==> src/rtl/cinit_seq_gen_if.sv <==
// Request/result bundle between a c_init consumer (master) and cinit_seq_gen (slave).
// Carries the start request, the cell/slot operands and the valid/ready result stream.
interface cinit_seq_gen_if #(
  parameter int ID_W   = 9,
  parameter int SLOT_W = 5
);
  logic              start;
  logic [ID_W-1:0]   N_cell_ID;
  logic [SLOT_W-1:0] slot;
  logic              busy;
  logic [27:0]       cinit;
  logic [2:0]        sym_l;
  logic              last;
  logic              valid;
  logic              ready;
  logic              err;

  modport master (
    output start, N_cell_ID, slot, ready,
    input  busy, cinit, sym_l, last, valid, err
  );

  modport slave (
    input  start, N_cell_ID, slot, ready,
    output busy, cinit, sym_l, last, valid, err
  );
endinterface

==> src/rtl/cinit_seq_gen.sv <==
// NRS c_init generator: one request yields N_SYM results of 2^10*A*B + 2*ID + N_CP,
// with A*B formed by an iterative shift-add multiplier and streamed out over valid/ready.
module cinit_seq_gen #(
  parameter int ID_W     = 9,
  parameter int ID_MAX   = 503,
  parameter int SLOT_W   = 5,
  parameter int N_SYM    = 2,
  parameter int L_FIRST  = 5,
  parameter int N_CP     = 1,
  parameter int MUL_STEP = 1
) (
  input  logic          clk,
  input  logic          rst,
  cinit_seq_gen_if.slave bus
);

  localparam int                M         = 8 / MUL_STEP;
  localparam logic [2:0]        STEP_LAST = 3'(M - 1);
  localparam logic [ID_W-1:0]   ID_LIM    = ID_W'(ID_MAX);
  localparam logic [SLOT_W-1:0] SLOT_LIM  = SLOT_W'(19);
  // 7*(ns+1) + l + 1 with l = L_FIRST + sym folds into 7*ns + sym + (L_FIRST + 8)
  localparam logic [7:0]        A_OFS     = 8'(L_FIRST + 8);
  localparam logic [2:0]        L_BASE    = 3'(L_FIRST);
  localparam logic [2:0]        SYM_LAST  = 3'(N_SYM - 1);
  localparam logic              N_CP_BIT  = 1'(N_CP);

  typedef enum logic [1:0] {IDLE, LOAD, MUL, OUT} state_t;

  state_t            state_q, state_d;
  logic [ID_W-1:0]   id_q,    id_d;
  logic [SLOT_W-1:0] slot_q,  slot_d;
  logic [2:0]        sym_q,   sym_d;
  logic [2:0]        step_q,  step_d;
  logic [7:0]        a_q,     a_d;
  logic [17:0]       mcand_q, mcand_d;
  logic [17:0]       acc_q,   acc_d;
  logic [27:0]       cinit_q, cinit_d;
  logic [2:0]        sym_l_q, sym_l_d;
  logic              last_q,  last_d;
  logic              err_q,   err_d;
  logic [17:0]       acc_sum;

  // NOTE: synchronous reset is evaluated inside the clocked block, and every flop uses <=
  // so all of them sample pre-edge values regardless of process ordering.
  always_ff @(posedge clk) begin
    if (rst) begin
      state_q <= IDLE;
      id_q    <= '0;
      slot_q  <= '0;
      sym_q   <= '0;
      step_q  <= '0;
      a_q     <= '0;
      mcand_q <= '0;
      acc_q   <= '0;
      cinit_q <= '0;
      sym_l_q <= '0;
      last_q  <= 1'b0;
      err_q   <= 1'b0;
    end else begin
      state_q <= state_d;
      id_q    <= id_d;
      slot_q  <= slot_d;
      sym_q   <= sym_d;
      step_q  <= step_d;
      a_q     <= a_d;
      mcand_q <= mcand_d;
      acc_q   <= acc_d;
      cinit_q <= cinit_d;
      sym_l_q <= sym_l_d;
      last_q  <= last_d;
      err_q   <= err_d;
    end
  end

  always_comb begin
    // NOTE: every _d starts from its _q (err from 0) so no branch leaves a latch behind.
    state_d = state_q;
    id_d    = id_q;
    slot_d  = slot_q;
    sym_d   = sym_q;
    step_d  = step_q;
    a_d     = a_q;
    mcand_d = mcand_q;
    acc_d   = acc_q;
    cinit_d = cinit_q;
    sym_l_d = sym_l_q;
    last_d  = last_q;
    err_d   = 1'b0;
    acc_sum = acc_q + mcand_q * 18'(a_q[MUL_STEP-1:0]);

    case (state_q)
      IDLE: begin
        if (bus.start) begin
          id_d   = bus.N_cell_ID;
          slot_d = bus.slot;
          sym_d  = '0;
          if (bus.N_cell_ID > ID_LIM || bus.slot > SLOT_LIM) begin
            err_d = 1'b1;
          end else begin
            state_d = LOAD;
          end
        end
      end
      LOAD: begin
        a_d     = 8'(slot_q) * 8'd7 + A_OFS + 8'(sym_q);
        mcand_d = 18'({id_q, 1'b1});
        acc_d   = '0;
        step_d  = '0;
        state_d = MUL;
      end
      MUL: begin
        // multiplicand moves left as A moves right, so no explicit bit-position shifter
        acc_d   = acc_sum;
        a_d     = a_q >> MUL_STEP;
        mcand_d = mcand_q << MUL_STEP;
        step_d  = step_q + 3'd1;
        if (step_q == STEP_LAST) begin
          // low field 2*ID+N_CP < 1024, so concatenation equals the addition
          cinit_d = {acc_sum, id_q, N_CP_BIT};
          sym_l_d = L_BASE + sym_q;
          last_d  = (sym_q == SYM_LAST);
          state_d = OUT;
        end
      end
      OUT: begin
        if (bus.ready) begin
          if (last_q) begin
            state_d = IDLE;
          end else begin
            sym_d   = sym_q + 3'd1;
            state_d = LOAD;
          end
        end
      end
      default: state_d = IDLE;
    endcase
  end

  always_comb begin
    bus.busy  = (state_q != IDLE);
    bus.valid = (state_q == OUT);
    bus.cinit = cinit_q;
    bus.sym_l = sym_l_q;
    bus.last  = last_q;
    bus.err   = err_q;
  end

endmodule

==> src/flat_wrapper.sv <==
// flat-port wrapper written by rule: the top's interface ports become plain ports
module cinit_seq_gen_flat 
#(
  parameter int ID_W     = 9,
  parameter int ID_MAX   = 503,
  parameter int SLOT_W   = 5,
  parameter int N_SYM    = 2,
  parameter int L_FIRST  = 5,
  parameter int N_CP     = 1,
  parameter int MUL_STEP = 1
)
  (clk, rst, bus_start, bus_N_cell_ID, bus_slot, bus_ready, bus_busy, bus_cinit, bus_sym_l, bus_last, bus_valid, bus_err);
  cinit_seq_gen_if #(.ID_W(ID_W), .SLOT_W(SLOT_W)) bus_i ();
  input  logic clk;
  input  logic rst;
  input wire logic [$bits(bus_i.start)-1:0] bus_start;
  input wire logic [$bits(bus_i.N_cell_ID)-1:0] bus_N_cell_ID;
  input wire logic [$bits(bus_i.slot)-1:0] bus_slot;
  input wire logic [$bits(bus_i.ready)-1:0] bus_ready;
  output wire logic [$bits(bus_i.busy)-1:0] bus_busy;
  output wire logic [$bits(bus_i.cinit)-1:0] bus_cinit;
  output wire logic [$bits(bus_i.sym_l)-1:0] bus_sym_l;
  output wire logic [$bits(bus_i.last)-1:0] bus_last;
  output wire logic [$bits(bus_i.valid)-1:0] bus_valid;
  output wire logic [$bits(bus_i.err)-1:0] bus_err;
  assign bus_i.start = bus_start;
  assign bus_i.N_cell_ID = bus_N_cell_ID;
  assign bus_i.slot = bus_slot;
  assign bus_i.ready = bus_ready;
  assign bus_busy = bus_i.busy;
  assign bus_cinit = bus_i.cinit;
  assign bus_sym_l = bus_i.sym_l;
  assign bus_last = bus_i.last;
  assign bus_valid = bus_i.valid;
  assign bus_err = bus_i.err;
  cinit_seq_gen #(.ID_W(ID_W), .ID_MAX(ID_MAX), .SLOT_W(SLOT_W), .N_SYM(N_SYM), .L_FIRST(L_FIRST), .N_CP(N_CP), .MUL_STEP(MUL_STEP)) u_core (.clk(clk), .rst(rst), .bus(bus_i));
endmodule
==> config.mk <==
export PLATFORM = sky130hd
export DESIGN_NAME = cinit_seq_gen_flat
export DESIGN_NICKNAME = d
export VERILOG_FILES = /design/src/rtl/cinit_seq_gen_if.sv /design/src/rtl/cinit_seq_gen.sv /design/src/flat_wrapper.sv
export SDC_FILE = /design/constraint.sdc
export NUM_CORES = 1
export LEC_CHECK = 0
export CELL_PAD_IN_SITES_DETAIL_PLACEMENT = 1
export CELL_PAD_IN_SITES_GLOBAL_PLACEMENT = 1
export CORE_MARGIN = 4
export CORE_UTILIZATION = 46
export DETAILED_ROUTE_END_ITERATION = 6
export PLACE_DENSITY_LB_ADDON = 0.1
export SETUP_SLACK_MARGIN = 0.1
export SLEW_MARGIN = 20
export SYNTH_ARGS = -nofsm -noshare
export SYNTH_HDL_FRONTEND = slang
export SYNTH_SLANG_ARGS = --single-unit
==> constraint.sdc <==
create_clock -name clk -period 4.75 [get_ports clk]
set_clock_uncertainty 0.2 [all_clocks]
set_input_delay 1.1875 -clock clk [delete_from_list [all_inputs] [get_ports clk]]
set_output_delay 1.1875 -clock clk [all_outputs]
set_load 0.01 [all_outputs]
==> results_dict.tcl <==
set metrics [dict create \
    wl_per_cell_um 16.6 \
    startpoint_type "flop" \
    cp_slowest_cell "fa_1" \
    layout-drive-gt1-share_pct 4.23 \
    peakVddDrop_mv 0.727 \
    finalWirelength_um 13800 \
    critPathLaunch "u_core.slot_q[0]" \
    clk_pin_slew_ns 0.08 \
    final_core_util_pct 54.6 \
    final_common_cell "dfxtp_1" \
    path_max_fanout 4 \
    first_global_vias 4674 \
    gp_congestion 0.878 \
    most-common-layout-cells "dfxtp_1 (99), nand2_1 (97), a21oi_1 (75), clkdlybuf4s50_1 (51), nor2_1 (50)" \
    vias 4574 \
    cts_buffers 9 \
    cp-end-kind "flop" \
    synthTopCellsByArea "dfxtp_1 (37%), ha_1 (11%), a21oi_1 (7.0%)" \
    hpwl_um 9760 \
    ys_types 51 \
    diodes 0 \
    initial_utilization_pct 46.9 \
    powerDensity_mw_per_mm2 427 \
    rr_startpoint "u_core.slot_q[0]" \
    hold_start "u_core.bus.cinit[17]" \
    cp.arrival_ns 3.44 \
    timing.slew.headroom_pct 49.0 \
    grt_max_degree 75 \
    required_ns 4.79 \
    gr-usage-all-layers_pct 21.5 \
    io_buffer_count 52 \
    rsz0062_at_grt "false" \
    die_x_um 116 \
    hold_violations 0 \
    holdPathEnd "u_core.bus.cinit[17]" \
    holdWs_ns 0.255 \
    antenna_found_initial 0 \
    insertion_delay_ns 0.36 \
    hold_class "flop to flop" \
    first_pass_iters 4 \
    fmax_mhz 294 \
    yosysTopAreaCellShare_pct 37.0 \
    r2r_setup_slack_ns 1.35 \
    synthFlopType "dfxtp_1" \
    ys_seq_area_share_pct 37.0 \
    final_antenna_net_count 0 \
    postSynthAreaPerCell_um2 8.26 \
    yosys_register_bits 99 \
    synthCells 648 \
    critPathBufInv 1 \
    slew_violations 0 \
    crit_top_cell "ha_1" \
    cp_top_family "adder cells" \
    die_area_mm2 0.0134 \
    cts_tree "yes" \
    drc 0 \
    fp.dieH_um 116 \
    postCtsSetupBuffers 0 \
    holdPathStages 2 \
    r2r_cells 12 \
    tns_ns 0 \
    nets 752 \
    worstPathCellList "inv_1, ha_1, ha_1, ha_1, ha_1, fa_1, a21o_1, a21oi_1, o21bai_1, a21oi_1, xnor2_1, a41o_1" \
    avgViaCountPerCell 5.52 \
    holdBufCountCts 0 \
    io_pins 53 \
    area_growth_pct 16.5 \
    cpPeakStageDelay_ns 0.41 \
    outcome "completed" \
    period_share_pct 71.5 \
    synth_nets 719 \
    rows 39 \
    synth_edf_count 0 \
    r2r_end "u_core.a_q[7]" \
    cts_buffer_depth 2 \
    grt_pass1_wl_um 23100 \
    cp.depth 12 \
    clkSinkCount 99 \
    leakage_nw 2.44 \
    ys_warn_count 0 \
    core_area_mm2 0.0114 \
    gr-total-overflow 0 \
    path_class "flop to flop" \
    async_flop_share_pct 0 \
    synth_area_mm2 0.00535 \
    drt-initial-drc-count 211 \
    synth_top_area_cell "dfxtp_1" \
    cts-root-buf "clkbuf_16" \
    post-route-min-period_ns 3.40 \
    setup_viol 0 \
    cts_resized 0 \
    maxCapViolCount 0 \
    h-tree-depth 3 \
    max_slew.worst_pin.slew_ns 0.766 \
]
[logic make-up (layout without fill, tap and decap cells)]
group                    Yosys count  in the layout  synth area share, %
AND/OR/NAND/NOR                  242            242                 21.2
buffers and inverters             60             98                 4.26
flip-flops                        99             99                 37.0
multiplexers                      19             19                 3.60
AO/OA/AOI/OAI                    155            155                 17.4
XOR/XNOR                          20             20                 3.27
adder cells (fa/ha/maj)           53             53                 13.2
[how the worst max path moves through the flow]
stage / endpoint / slack (ns)
final: u_core.a_q[7] / 1.35
after global routing: u_core.a_q[7] / 1.18
after CTS: u_core.a_q[7] / 1.33
after detailed placement: u_core.a_q[7] / 1.36
after global placement: u_core.a_q[7] / 1.55
after floorplan: u_core.a_q[7] / 1.65
[worst min-delay path: stages, from the launching register on]
cell	delay, ns
dfxtp_1	0.31
nand2_1	0.05
a21oi_1	0.05
[metal layers]
metal	track usage [%]	part of all wire (%)	up-vias
met2	37.1	49	51
met1	27.7	47	2224
li1	-	-	2285
met4	7.50	1.6	0
met5	0	0	-
met3	2.82	2.1	14
[where the power goes]
group | internal [W] | switching [W]
registers | 0.000933 | 0.0000945
clock network | 0.000364 | 0.000357
logic | 0.000354 | 0.000560
[cell usage after synthesis, drive strengths merged, types with 2 or more instances]
cell    instances
dfxtp          99
nand2          97
a21oi          75
nor2           50
ha             47
inv            25
o21ai          24
clkbuf         23
and2           22
nand3          18
a211oi         17
mux2i          17
nand2b         17
buf            12
xnor2          12
nor2b          10
o211ai          8
xor2            8
nor3            7
fa              6
a21o            5
nand3b          4
o21a            4
o31ai           4
a21boi          3
and3            3
nand4           3
nor3b           3
o21bai          3
o22ai           3
mux2            2
o311ai          2
or3             2
[registers in the layout, summed over array words and instances (netlist names)]
name / flops
u_core.acc_q: 18
u_core.slot_q: 5
u_core.sym_q: 3
u_core.state_q: 2
u_core.bus.err: 1
u_core.id_q: 9
u_core.bus.sym_l: 3
u_core.bus.cinit: 28
u_core.step_q: 3
u_core.a_q: 8
u_core.bus.last: 1
u_core.mcand_q: 18
[area by class of cell]
class,count,area (um^2)
clock buffer,9,225
clock inverter,7,57.6
fill,1398,5180
inverter,25,93.8
multi-input combinational,489,3140
sequential,99,1980
tap,143,179
timing repair buffer,57,553
[per-stage QoR]
| step | setup WS [ns] | total power (W) | cells | instance area (um^2) |
|---|---|---|---|---|
| after detailed placement | 1.36 | 0.00196 | 813 | 5950 |
| final | 1.35 | 0.00266 | 829 | 6230 |
| after global placement | 1.55 | 0.00190 | 813 | 5950 |
| after global routing | 1.18 | 0.00285 | 829 | 6230 |
| after floorplan | 1.65 | 0.00171 | 648 | 5350 |
| after CTS | 1.33 | 0.00269 | 829 | 6230 |
(Power assumes the default switching activity.)
